<file path="config.mk">
export PLATFORM = sky130hd
export DESIGN_NAME = src_ctrl_seq
export DESIGN_NICKNAME = d
export VERILOG_FILES = /design/src/rtl/src_ctrl_seq.sv
export SDC_FILE = /design/constraint.sdc
export NUM_CORES = 1
export LEC_CHECK = 0
export BUFFER_PORTS_ARGS = -buffer_cell sky130_fd_sc_hd__buf_4
export CAP_MARGIN = 20
export CELL_PAD_IN_SITES_DETAIL_PLACEMENT = 2
export CELL_PAD_IN_SITES_GLOBAL_PLACEMENT = 2
export CORE_ASPECT_RATIO = 1.75
export CORE_MARGIN = 8
export CORE_UTILIZATION = 29
export CTS_CLUSTER_DIAMETER = 80
export DETAILED_ROUTE_END_ITERATION = 12
export PLACE_DENSITY = 0.87
export SLEW_MARGIN = 15
export SYNTH_ARGS = -nofsm -noshare
export SYNTH_HDL_FRONTEND = slang
export SYNTH_SLANG_ARGS = --single-unit
</file>
<file path="constraint.sdc">
create_clock -name clk -period 2.7 [get_ports clk]
set_input_delay 0.135 -clock clk [delete_from_list [all_inputs] [get_ports clk]]
set_output_delay 0.135 -clock clk [all_outputs]
set_load 0.05 [all_outputs]
</file>
<file path="src/rtl/src_ctrl_seq.sv">
// -----------------------------------------------------------------------------
// src_ctrl_seq
//
// Controller sequencer for the multistage polyphase upsampler. It accepts one
// sample per channel from the audio bus. For every channel, stage and phase it
// then walks the datapath through one vector convolution:
//   ALLOC -> LOAD_INIT -> CONV x TAPS -> LOAD_RES -> LOAD_ERR
//         -> [LOAD_OUT on the last stage] -> PC_INC
// Its own tap, phase, stage and channel counters index the regfile, RAM and
// MAC datapath.
//
// Ports
//   clk         clock
//   rst         synchronous reset, active low (takes priority over en)
//   en          clock enable; while low every register holds
//   in_valid    audio bus has a sample
//   in_ready    controller takes the sample this cycle (LOAD_IN & en)
//   out_valid   output bus sample valid (LOAD_OUT & en)
//   out_ready   downstream takes the output sample
//   ostate      current state, 3-bit encoding below
//   chan_idx    current channel
//   stage_idx   current upsampler stage
//   phase_idx   current polyphase vector
//   tap_idx     current tap while in CONV
//   mac_init    high in LOAD_INIT
//   mac_acc     high in CONV
//   frame_done  one-cycle pulse on the PC_INC that closes the frame
// -----------------------------------------------------------------------------
module src_ctrl_seq #(
  parameter int STAGES   = 3,
  parameter int PHASES   = 2,
  parameter int TAPS     = 16,
  parameter int CHANNELS = 2,
  localparam int CW = (CHANNELS > 1) ? $clog2(CHANNELS) : 1,
  localparam int SW = (STAGES   > 1) ? $clog2(STAGES)   : 1,
  localparam int PW = (PHASES   > 1) ? $clog2(PHASES)   : 1,
  localparam int TW = (TAPS     > 1) ? $clog2(TAPS)     : 1
) (
  input  logic          clk,
  input  logic          rst,
  input  logic          en,
  input  logic          in_valid,
  output logic          in_ready,
  output logic          out_valid,
  input  logic          out_ready,
  output logic [2:0]    ostate,
  output logic [CW-1:0] chan_idx,
  output logic [SW-1:0] stage_idx,
  output logic [PW-1:0] phase_idx,
  output logic [TW-1:0] tap_idx,
  output logic          mac_init,
  output logic          mac_acc,
  output logic          frame_done
);

  typedef enum logic [2:0] {
    ST_ALLOC     = 3'b000,
    ST_LOAD_INIT = 3'b001,
    ST_CONV      = 3'b010,
    ST_LOAD_RES  = 3'b011,
    ST_LOAD_ERR  = 3'b100,
    ST_LOAD_OUT  = 3'b101,
    ST_LOAD_IN   = 3'b110,
    ST_PC_INC    = 3'b111
  } state_e;

  localparam logic [CW-1:0] CH_MAX  = CW'(CHANNELS - 1);
  localparam logic [SW-1:0] STG_MAX = SW'(STAGES - 1);
  localparam logic [PW-1:0] PH_MAX  = PW'(PHASES - 1);
  localparam logic [TW-1:0] TAP_MAX = TW'(TAPS - 1);

  state_e        state_q, state_d;
  logic [CW-1:0] chan_q,  chan_d;
  logic [SW-1:0] stage_q, stage_d;
  logic [PW-1:0] phase_q, phase_d;
  logic [TW-1:0] tap_q,   tap_d;

  // PC_INC of the last phase of the last stage of the last channel.
  logic last_vec;
  assign last_vec = (phase_q == PH_MAX) && (stage_q == STG_MAX) && (chan_q == CH_MAX);

  // ---------------------------------------------------------------------------
  // State and counter register
  // ---------------------------------------------------------------------------
  // NOTE: sequential state uses non-blocking assignments only; the reset is
  // sampled on clk (synchronous) and wins over en, so a frame in flight is
  // simply abandoned.
  always_ff @(posedge clk) begin
    if (!rst) begin
      state_q <= ST_LOAD_IN;
      chan_q  <= '0;
      stage_q <= '0;
      phase_q <= '0;
      tap_q   <= '0;
    end else if (en) begin
      state_q <= state_d;
      chan_q  <= chan_d;
      stage_q <= stage_d;
      phase_q <= phase_d;
      tap_q   <= tap_d;
    end
  end

  // ---------------------------------------------------------------------------
  // Next-state and counter update
  // ---------------------------------------------------------------------------
  always_comb begin
    // NOTE: every signal gets a hold value first, so no path leaves a latch.
    state_d = state_q;
    chan_d  = chan_q;
    stage_d = stage_q;
    phase_d = phase_q;
    tap_d   = tap_q;

    case (state_q)
      ST_LOAD_IN: begin
        if (in_valid && in_ready) begin
          if (chan_q == CH_MAX) begin
            chan_d  = '0;
            stage_d = '0;
            phase_d = '0;
            state_d = ST_ALLOC;
          end else begin
            chan_d = chan_q + CW'(1);
          end
        end
      end

      ST_ALLOC: state_d = ST_LOAD_INIT;

      ST_LOAD_INIT: begin
        tap_d   = '0;
        state_d = ST_CONV;
      end

      ST_CONV: begin
        if (tap_q == TAP_MAX) begin
          tap_d   = '0;
          state_d = ST_LOAD_RES;
        end else begin
          tap_d = tap_q + TW'(1);
        end
      end

      ST_LOAD_RES: state_d = ST_LOAD_ERR;

      // Only the final stage of a channel produces a sample for the output bus.
      ST_LOAD_ERR: state_d = (stage_q == STG_MAX) ? ST_LOAD_OUT : ST_PC_INC;

      ST_LOAD_OUT: begin
        if (out_valid && out_ready) state_d = ST_PC_INC;
      end

      // Phase is the innermost loop, then stage, then channel.
      ST_PC_INC: begin
        state_d = ST_ALLOC;
        if (phase_q != PH_MAX) begin
          phase_d = phase_q + PW'(1);
        end else begin
          phase_d = '0;
          if (stage_q != STG_MAX) begin
            stage_d = stage_q + SW'(1);
          end else begin
            stage_d = '0;
            if (chan_q != CH_MAX) begin
              chan_d = chan_q + CW'(1);
            end else begin
              chan_d  = '0;
              state_d = ST_LOAD_IN;
            end
          end
        end
      end

      default: state_d = ST_LOAD_IN;
    endcase
  end

  // ---------------------------------------------------------------------------
  // Output decode
  // ---------------------------------------------------------------------------
  // Both handshakes are masked by en so a frozen controller never consumes a
  // pending in_valid or out_ready.
  always_comb begin
    in_ready   = (state_q == ST_LOAD_IN)  && en;
    out_valid  = (state_q == ST_LOAD_OUT) && en;
    mac_init   = (state_q == ST_LOAD_INIT);
    mac_acc    = (state_q == ST_CONV);
    frame_done = (state_q == ST_PC_INC) && last_vec && en;
  end

  assign ostate    = state_q;
  assign chan_idx  = chan_q;
  assign stage_idx = stage_q;
  assign phase_idx = phase_q;
  assign tap_idx   = tap_q;

endmodule

</file>
==> results of run 1 <==
==> registers in the layout, summed over array words and instances, names as in the netlist <==
name,count
chan_idx,1
stage_idx,2
ostate,3
phase_idx,1
tap_idx,4
==> power by group <==
part | total [uW] | internal [uW] | leakage, uW | switching, uW
registers | 220 | 178 | 0.0000891 | 41.9
logic | 245 | 82.8 | 0.000251 | 162
clock network | 172 | 104 | 0.0000228 | 67.5
==> cell families (layout without fill, tap and decap cells) <==
group / count (synthesis) / in the layout / synth area share
AOI/OAI and AO/OA: 22 / 22 / 0.212
xor gates and xnor gates: 3 / 3 / 0.0384
adders and majority gates: 1 / 1 / 0.0183
buffers and inverters: 7 / 27 / 0.0475
DFF: 11 / 11 / 0.322
muxes: 3 / 3 / 0.0439
and+or+nand+nor: 37 / 37 / 0.318
==> per-layer routing <==
| layer | vias up | share of wire | global-route usage |
|---|---|---|---|
| met5 | - | 0 | 0 |
| li1 | 345 | - | - |
| met4 | 0 | 0.016 | 0.0391 |
| met1 | 345 | 0.40 | 0.123 |
| met2 | 19 | 0.53 | 0.208 |
| met3 | 5 | 0.049 | 0.0296 |
==> path summary, 6_finish.rpt <==
check | start | end | slack (ns) | cells after the start
setup reg to reg | ostate[0] | ostate[1] | 1.10 | 4
hold reg to reg | phase_idx | phase_idx | 0.55 | 1
hold / removal | rst | ostate[2] | 0.15 | 2
setup / recovery | ostate[0] | frame_done | 0.93 | 3
==> synthesized netlist by cell type, types with 2 or more instances <==
cell	instances
nor2b_1	7
nand2b_1	2
nand4b_1	3
nor2_1	4
buf_2	2
xor2_1	2
a21oi_1	6
nand2_1	4
mux2i_1	3
inv_1	3
o21ai_0	6
nor3_1	2
a21boi_0	2
dfxtp_1	11
nand3_1	7
and3_1	3
and2_1	2
==> final cells by class <==
class                           count  area [um2]  share of cell area
Timing Repair Buffer               20         150               0.169
Inverter                            3        11.3              0.0127
Sequential cell                    11         220               0.248
Tap cell                           25        31.3              0.0352
Multi-Input combinational cell     66         432               0.485
Clock buffer                        4        45.0              0.0506
==> stage by stage <==
step | util | cells | hold WS (ns)
floorplan | - | 84 | 0.322
global route | 0.391 | 129 | 0.163
finish | 0.391 | 129 | 0.149
CTS | 0.391 | 129 | 0.159
detailed placement | 0.371 | 125 | 0.411
global placement | 0.371 | 125 | 0.401
==> metrics list, run 1 <==
- Final Routed Wirelength: about 2.2 mm
* Antenna diodes: 0
- For this run, the leading register cell type out of synthesis is dfxtp_1.
* Critical Setup Path Class: flip-flop to output port
- Relative slew slack: 0.635
- Antenna violations before repair: 0
- After clock tree synthesis, the flow added hold-fix buffers numbering 0.
- Leaving out fill and tap cells, the most frequent cell in the layout is buf_4.
- Total of flip-flops plus latches after synthesis: 11
- Entering global routing, the biggest net connects 18 pins.
- Highest clock rate: between 0.5 and 0.6 GHz
* Initial DRC Count: 36
* First-pass GRT wire length: 3.83 mm
- Once placement finished, the instance area stood at 845 um2.
- Unrepaired setup endpoints after global routing: false
- Filler Cell Count: roughly 260
- For this block, the via count after detailed routing is roughly 710.
* Portion of synthesized cell area occupied by the leading cell type: 0.322
- Crit-path leading delay family: flip-flops
* Starting Density: 0.301
* Detail-routed via count per cell: between 5 and 6
- Gates resized during post-CTS repair numbered 0.
- Pwr per Cell Area: 715 mW/mm2
- Layout Nets: between 100 and 150
- TritonRoute pass-1 iters: 4
- TritonCTS built the clock tree.
* Number of enable-type register cells in the synthesized netlist: 0
* Max-cap viol count: 0
- Peak ir drop on the vdd network: between 200 and 300 uV
- Buffer and inverter count on the worst path: 1
- Period Utilization, post-route: 0.654
* Number of cell rows: 23
- CTS placed an instance of clkbuf_8 at the clock tree root.
- Sinks on Clock Net: 11
- Outcome: finished, final reports clean
- After routing the design area is ~890 um2.
- Share of async-settable or async-resettable flops after synthesis: 0
- The slowest stage of the critical path is the dfxtp_1 cell.
- Horiz. Die Dim: between 50 and 60 um
* Final total power: around 640 uW
- Worst hold-check path type: input pin to flip-flop
* Final Worst Setup Slack: just over 0.9 ns
- Peak fanout along the critical path: 17
- Req. time, crit path: 2.57 ns
- The number of global-route vias before repair came to a little over 800.
* Full die area: about 0.0042 mm2
- Most frequent cells in the layout: buf_4, dfxtp_1, nand3_1, nor2b_1
- The largest total area in the synthesized netlist belongs to dfxtp_1.
- The number of nets in the synthesized netlist is 90.
* Clock network latency to the later pin of the worst-skew pair: around 0.24 ns
- Yosys mapped the design onto 32 distinct sky130hd cell types.
* Height of the die: roughly 80 um
* Arrival time worst endpoint: between 1.5 and 2 ns
- Count of buffers from port buffering: 20
- TritonCTS Buffers: 3
- Summed over all nets, the half-perimeter wirelength after detailed placement is around 1.7 mm.
- Summing every instance area after synthesis gives just under 700 um2.
- Subtracting the final worst setup slack from the clock period gives 1.77 ns.
* Sequential cell area fraction in the yosys report: 0.322
- Clock skew after layout: about 0.0042 ns
- Avg WL per Cell: about 17 um
* P_leak: approximately 0.00036 uW
- Synthesis produced 84 cells.
- Final Hold Fails: 0
* Startpoint kind of the worst setup timing path: flip-flop
- The worst setup path is captured at an output port.
* Core Region: 0.00227 mm2
- Pin placement for this block handled 21 I/O pins.
- Counting along the longest clock path gives a buffer depth of 2.
* Transition time at the pin with the least slew margin: ~0.55 ns
- GP Congestion: about 0.73
- Clock-pin slew on the worst setup and hold paths: roughly 0.050 ns
- In the routed design, unresolved DRC markers number 0.
- The number of pins exceeding their max-slew limit in the final report was 0.
- Biggest cell delay along the critical path: around 0.66 ns
- After global routing the overflow that remains totals 0.
* H-tree depth reported by CTS: 1
- Final setup TNS: 0 ns
- Total track usage: 0.115
* Total setup buffers inserted after CTS: 0
* Count of nets left with antenna violations after detail routing: 0
* Signed area change from the synthesized netlist to the final layout: 30.0%
- Each instance of the synthesized netlist takes up on average just over 8 um2.
- Yosys printed 0 warnings.
* Setup violation total in the final timing report: 0
- Leading cell types by total area after synthesis: dfxtp_1, nor2b_1, nand3_1, a21oi_1, mux2i_1
* Critical Path, Cell by Cell: and4_1, nor2b_1, buf_4
- Before CTS, the worst setup slack after placement is around 1.1 ns.
- Ratio of cells with drive above 1 in the final layout: 0.240
Note: power is estimated with default switching activity, not from simulation.
==> run 2: changes to the inputs <==
- ABC_AREA: default -> 1
- CORE_UTILIZATION: 29 -> 23
- PLACE_DENSITY: 0.87 -> 0.79
- clock period: 2.7 -> 1.5 ns (I/O delays scaled with it)
==> metrics list, run 2 <==
- Outcome: finished, final reports clean (unchanged)
- Synthesized area per cell: 6.23 um2 (was 8.15 um2)
- The worst setup path category is flip-flop to output port (unchanged).
- The most repeated cell in the gate-level netlist after synthesis is nand2_1 (was dfxtp_1).
- The count of maximum capacitance violations was 0 (unchanged).
* Met2 track demand over resource in global routing: 0.202 (was 0.208)
* Antenna violations before repair: 0 (unchanged)
* Layout Nets: 156 (was 111)
* Arrival time worst endpoint: 1.34 ns (was 1.63 ns)
- The sequential fraction of the synthesis area came to 0.283 (was 0.322).
- Based on the critical path, the design can be clocked at up to 0.708 GHz.
- The vertical extent of the die was 93.0 um (was 80.3 um).
- The number of antenna diodes came to 0 (unchanged).
- Critical Path, Cell by Cell: inv_1, nor2_4, nand2_1, nor2_4, buf_4 (was and4_1, nor2b_1, buf_4).
* Number of cell rows: 28 (was 23)
- Dividing the final minimum period by the clock period gives 0.942.
- First-pass GRT wire length: 4.45 mm (was 3.83 mm)
* Detail-routed via count per cell: 4.43 (was 5.53)
- Count of buffers from port buffering: 20 (unchanged)
- The final routed DRC violation total came to 0 (unchanged).
- Number of placed instances with taps included: 187 (was 125)
* Most utilized layer in the global route result: met2 (unchanged)
- The number of sinks handled by clock tree synthesis is 11 (unchanged).
* Crit-path leading delay family: flip-flops (unchanged)
- Most frequent standard cell in the layout excluding fill and tap cells: nand2_1 (was buf_4)
- The horizontal die dimension was 60.0 um (was 52.7 um).
- Worst path most repeated cell: nor2_4
* Setup violation total in the final timing report: 0 (unchanged)
- The power density normalized to cell area is 1100 mW/mm2 (was 715 mW/mm2).
* TritonCTS Buffers: 3 (unchanged)
- Initial DRC Count: 11 (was 36)
- Share of async-settable or async-resettable flops after synthesis: 0 (unchanged)
* Pin count of the biggest net entering global routing: 11 (was 18)
- The layout cell share with drive strength beyond 1 is 0.362 (was 0.240).
- Final total power: 1170 uW (was 636 uW)
- The post-synthesis instance area was 778 um2 (was 684 um2).
* Combinational fraction of design power: 0.420 (was 0.384)
- The number of hold-slack violations in the final timing report came to 0 (unchanged).
- Filler Cell Count: 430 (was 264)
- The worst clock skew on the final layout is 0.00265 ns (was 0.00424 ns).
- The kind of launch point of the worst setup path was a flip-flop (unchanged).
- The standard cell with the maximum stage delay on the critical path is dfxtp_4 (was dfxtp_1).
* Starting Density: 0.236 (was 0.301)
- The number of global-route vias before repair is 991 (was 818).
* P_leak: 0.000483 uW (was 0.000363 uW)
- Clock-pin slew on the worst setup and hold paths: 0.05 ns (about the same)
- Worst hold-check path type: input pin to flip-flop (unchanged)
* Transition time at the pin with the least slew margin: 0.220 ns (was 0.547 ns)
- The post-detailed-route count of antenna-violating nets came to 0 (unchanged).
* Peak fanout along the critical path: 10 (was 17)
* Sequential Power Share: 0.315 (was 0.346)
- Commonest cells post-synth: nand2_1, nor2_1, inv_1 (was dfxtp_1, nand3_1, nor2b_1)
- The count of unique library cells instantiated by Yosys came to 22 (was 32).
- The average routed wire per standard cell came to 14.5 um (was 17.1 um).
* Full die area: 0.00557 mm2 (was 0.00423 mm2)
- Biggest cell delay along the critical path: 0.43 ns (was 0.66 ns)
* Multi-input gate area: 477 um2 (was 432 um2)
- The number of enable-type register cells in the synthesized netlist was 0 (unchanged).
- Internal power of the cells: 662 uW (was 365 uW)
* Layout Utilization: 0.322 (was 0.391)
- The final cell count without fillers came to 194 (was 129).
- The required time reported for the critical path endpoint was 1.42 ns (was 2.57 ns).
* H-tree depth reported by CTS: 1 (unchanged)
* TritonCTS clock tree: yes (unchanged)
* Synth Flop Type: dfxtp_1 (unchanged)
- TritonRoute pass-1 iters: 3 (was 4)
* Total of flip-flops plus latches after synthesis: 11 (unchanged)
- Cell at the root of the clock tree: clkbuf_8 (unchanged)
- Time the final worst path needs with I/O delays and setup: about 1.4 ns
- The via count of the routed design came to 859 (was 714).
- The leftover overflow at the end of global routing came to 0 (unchanged).
- Switch Pwr: 510 uW (was 271 uW)
- The switching share of total power came to 0.435 (was 0.426).
* Clock network latency to the later pin of the worst-skew pair: 0.24 ns (about the same)
* Relative contribution of the clock network to total power: 0.265 (was 0.270)
- Core Region: 0.00329 mm2 (was 0.00227 mm2)
* Leading cell types by total area after synthesis: dfxtp_1, nand2_1, nand3_1, nor2_1, inv_1 (was dfxtp_1, nor2b_1, nand3_1, a21oi_1, mux2i_1)
* Met1 Track Usage GR: 0.0927 (was 0.123)
* GP Congestion: 0.788 (was 0.734)
- The synthesized netlist net count came to 131 (was 90).
* Top-Level Pins: 21 (unchanged)
- The number of warnings printed during yosys synthesis is 0 (unchanged).
- Final max-slew violation count: 0 (unchanged)
- The global-route met3 utilization is 0.0236 (was 0.0296).
- Final Routed Wirelength: 2.82 mm (was 2.21 mm)
- The fraction of post-synthesis cell area in the top cell type by area was 0.283 (was 0.322).
- The estimated wirelength of the detail-placed design was 2.14 mm (was 1.73 mm).
* Peak ir drop on the vdd network: 468 uV (was 266 uV)
* Worst setup EP type: output port (unchanged)
- Most frequent cells in the layout: nand2_1, buf_4, inv_1 (was buf_4, dfxtp_1, nand3_1, nor2b_1)
- Cell count after synthesis: 125 (was 84)
* Number of buffers on the longest clock path: 2 (unchanged)
* Max reg flops: 4 (unchanged)
* Total track usage: 0.104 (was 0.115)
- Cell type with the largest total area after synthesis: dfxtp_1 (unchanged)
- Relative slew slack: 0.853 (was 0.635)
- The area used by sequential logic in the layout came to 234 um2 (was 220 um2).
- The relative area change from synthesis to final layout was 36.3% (was 30.0%).
- Buffer and inverter count on the worst path: 2 (was 1)
-- run 2: changes by cell type after synthesis, sizes merged, moves of 3 or more --
cell / change
nand3: +8
and3: -3
nand2: +29
nor2: +22
inv: +16
mux2i: -3
nor2b: -7
nand4b: -3
-- run 2: power groups by stage --
stage / combinational, uW / sequential (uW) / clock [uW]
floorplan: 289 / 437 / 0
global placement: 462 / 372 / 0
detailed placement: 475 / 375 / 0
CTS: 480 / 369 / 327
global route: 537 / 374 / 337
finish: 492 / 369 / 311
-- run 2: through the flow --
step | setup slack (ns) | hold slack (ns) | instance area [um2] | TNS (ns)
final | 0.0868 | 0.113 | 1060 | 0
after CTS | 0.0255 | 0.108 | 1030 | 0
after detailed placement | 0.144 | 0.362 | 983 | 0
after floorplan | 0.0458 | 0.312 | 800 | 0
after global routing | -0.0270 | 0.119 | 1060 | -0.0567
after global placement | 0.198 | 0.347 | 983 | 0
-- run 2: metal layers --
layer / wire, um / part of all wire
met5: 0 / 0
met4: 66 / 0.023
met3: 86 / 0.030
met2: 1640 / 0.58
met1: 1030 / 0.37
-- run 2: final timing paths --
| path | from | endpoint | slack [ns] | cells after the start |
|---|---|---|---|---|
| min | rst | ostate[2] | 0.11 | 2 |
| max reg2reg | tap_idx[0] | ostate[2] | 0.10 | 7 |
| max | ostate[0] | frame_done | 0.09 | 5 |
| min reg2reg | tap_idx[1] | tap_idx[1] | 0.49 | 2 |
-- run 2: worst reg2reg max path: cells and delay by family, from the launching register on --
| family | cells | cell delay, ns |
|---|---|---|
| and+or+nand+nor | 6 | 0.79 |
| DFF | 1 | 0.35 |
| adders and majority gates | 1 | 0.19 |
-- run 2: what timing repair did --
| action | CTS | global route |
|---|---|---|
| setup buffers | 0 | 3 |
| resized for setup | 2 | 2 |
| endpoints found under the setup margin | 2 | 2 |
| hold buffers | 0 | 0 |
| pin swaps | 0 | 1 |
-- run 2: logic make-up after synthesis --
group / synth area share
flip-flops: 0.283
buffers and inverters: 0.127
AO/OA/AOI/OAI: 0.104
XOR/XNOR: 0.0113
AND/OR/NAND/NOR: 0.458
adder cells (fa/ha/maj): 0.0161
-- run 2: cell type report --
type	count	share of cell area
Sequential cell	11	0.221
Timing Repair Buffer	23	0.163
Tap cell	45	0.0531
Multi-Input combinational cell	91	0.449
Clock buffer	4	0.0425
Inverter	20	0.0719
==> run 3: changes to the inputs <==
- PLACE_DENSITY: 0.79 -> default
- PLACE_DENSITY_LB_ADDON: default -> 0.1
- SKIP_CTS_REPAIR_TIMING: default -> 1
==> metrics list, run 3 (synthesis results as in run 2) <==
- The required time reported for the critical path endpoint came to 1.42 ns (about the same).
- The accumulated negative setup slack was 0 ns (unchanged).
* Crit-path leading delay family: simple AND/OR/NAND/NOR gates (was flip-flops)
* TritonCTS clock tree: yes (unchanged)
- The clock latency on the worst-skew pair was 0.24 ns (about the same).
* Full die area: 0.00557 mm2 (unchanged)
- The via count of the routed design came to 857 (was 859).
- M3 GR Usage: 0.0167 (was 0.0236)
- Met2 track demand over resource in global routing: 0.212 (was 0.202)
* GP Congestion: 0.726 (was 0.788)
- Outcome: finished, final reports clean (unchanged).
* Met1 Track Usage GR: 0.106 (was 0.0927)
- Transition time at the pin with the least slew margin: 0.224 ns (was 0.220 ns)
* Antenna diodes: 0 (unchanged)
- The layout cell share with drive strength beyond 1 came to 0.354 (was 0.362).
- The kind of launch point of the worst setup path is a flip-flop (unchanged).
- Final Hold Fails: 0 (unchanged)
* Layout Utilization: 0.318 (was 0.322)
- First-pass GRT wire length: 4.60 mm (was 4.45 mm)
* Filler Cell Count: 432 (was 430)
- The static leakage came to 0.000472 uW (was 0.000483 uW).
* Layout Nets: 154 (was 156)
* Most frequent cells in the layout: nand2_1, buf_4, inv_1 (unchanged)
* Relative slew slack: 0.850 (was 0.853)
- The commonest non-fill, non-tap cell in the layout is nand2_1 (unchanged).
- The cell area reported after detailed placement came to 991 um2 (was 983 um2).
- The endpoint class of the critical path is an output port (unchanged).
- The first-pass iteration count of the detailed router came to 4 (was 3).
- The relative area change from synthesis to final layout is 34.4% (was 36.3%).
* Number of global-route vias before repair: 980 (was 991)
* Worst path most repeated cell: nor2_4 (unchanged)
- Antenna violations before repair: 0 (unchanged)
- Setup repair after global routing left no endpoint under its margin.
* Count of nets left with antenna violations after detail routing: 0 (unchanged)
* Final Worst Setup Slack: 0.0721 ns (was 0.0868 ns)
* Post-detailed-route DRC marker count: 0 (unchanged)
* Max reg flops: 4 (unchanged)
* H-tree depth reported by CTS: 1 (unchanged)
* Height of the die: 93.0 um (unchanged)
- Arrival time worst endpoint: 1.35 ns (was 1.34 ns)
- Remaining Overflow, GRT: 0 (unchanged)
- Pwr per Cell Area: 1090 mW/mm2 (was 1100 mW/mm2)
- The number of port buffers was 20 (unchanged).
- The final instance area is 0.00105 mm2 (was 0.00106 mm2).
- The count of buffer and inverter cells on the critical path came to 1 (was 2).
- The cell at the root of the clock tree was clkbuf_8 (unchanged).
* Critical Setup Path Class: flip-flop to output port (unchanged)
- The placement-stage worst setup slack came to 0.161 ns (was 0.144 ns).
- The initial core utilization is 0.236 (unchanged).
* Number of cell rows: 28 (unchanged)
* Biggest cell delay along the critical path: 0.41 ns (was 0.43 ns)
- Critical Path, Cell by Cell: nand2_4, nor2_4, nand2_1, nor2_4, buf_4 (was inv_1, nor2_4, nand2_1, nor2_4, buf_4).
- The number of buffers created by CTS was 3 (unchanged).
- Peak ir drop on the vdd network: 357 uV (was 468 uV)
- The worst clock skew on the final layout came to 0.00460 ns (was 0.00265 ns).
* Post-DP HPWL: 2.29 mm (was 2.14 mm)
- Cell with the largest stage delay on the worst path: dfxtp_4 (unchanged)
- The routed wire length was 2.70 mm (was 2.82 mm).
* Hold slack final: 0.104 ns (was 0.113 ns)
- The worst min-delay path class is input pin to flip-flop (unchanged).
* Top-Level Pins: 21 (unchanged)
- Most utilized layer in the global route result: met2 (unchanged)
- The number of design-rule violations left by the first detailed-router iteration came to 3 (was 11).
* Max-cap viol count: 0 (unchanged)
* Detail-routed via count per cell: 4.46 (was 4.43)
- The number of sinks handled by clock tree synthesis is 11 (unchanged).
- Number of buffers on the longest clock path: 2 (unchanged)
- The overall fraction of global-route tracks in use came to 0.109 (was 0.104).
- Avg WL per Cell: 14.0 um (was 14.5 um)
- Highest clock rate: 0.700 GHz (was 0.708 GHz)
- Period Utilization, post-route: 0.952 (was 0.942)
- The largest fanout on the critical path was 8 (was 10).
- The horizontal die dimension is 60.0 um (unchanged).
- The number of pins exceeding their max-slew limit in the final report was 0 (unchanged).
* Core Region: 0.00329 mm2 (unchanged)
- Setup violation total in the final timing report: 0 (unchanged)
- Time the final worst path needs with I/O delays and setup: 1.43 ns (was 1.41 ns)
- The clock edge transition at the registers on the reported setup and hold paths is 0.05 ns (about the same).
- Pin count of the biggest net entering global routing: 11 (unchanged)
## run 3: stage by stage
step	std cells	power (uW)
6_report	192	1140
5_1_grt	192	1220
4_1_cts	192	1170
3_5_place_dp	188	853
3_3_place_gp	188	840
2_1_floorplan	125	726
## run 3: worst reg2reg max path, stage by stage, from the launching register on
cell	delay (ns)
dfxtp_2	0.35
ha_1	0.20
nand3_1	0.09
nand3_1	0.11
nand3_1	0.13
nor2_1	0.19
nand2_1	0.09
nand3_1	0.08
## run 3: layout make-up
cell class                 instances  area (um2)  share of cell area
multi-input combinational         91         477               0.456
sequential                        11         234               0.224
timing repair buffer              21         158               0.151
inverter                          20        76.3              0.0730
tap                               45        56.3              0.0538
clock buffer                       4        45.0              0.0431
## run 3: power by group
part	internal [uW]	leakage, uW	total, uW	switching (uW)
Sequential	320	0.0000909	367	47.0
Clock	187	0.0000228	305	118
Combinational	144	0.000358	470	326
## run 3: path summary, 6_finish.rpt
kind / startpoint / cells past startpoint / to / slack [ns]
worst min register to register: tap_idx[1] / 2 / tap_idx[1] / 0.50
worst min-delay path: rst / 2 / ostate[1] / 0.10
worst max-delay path: ostate[2] / 5 / frame_done / 0.07
worst max register to register: tap_idx[0] / 7 / ostate[1] / 0.23
## run 3: layer usage
metal  wire [um]  up-vias
met4          38        0
met1         975      412
met3          60        4
li1            -      426
met5           0        -
met2        1620       15
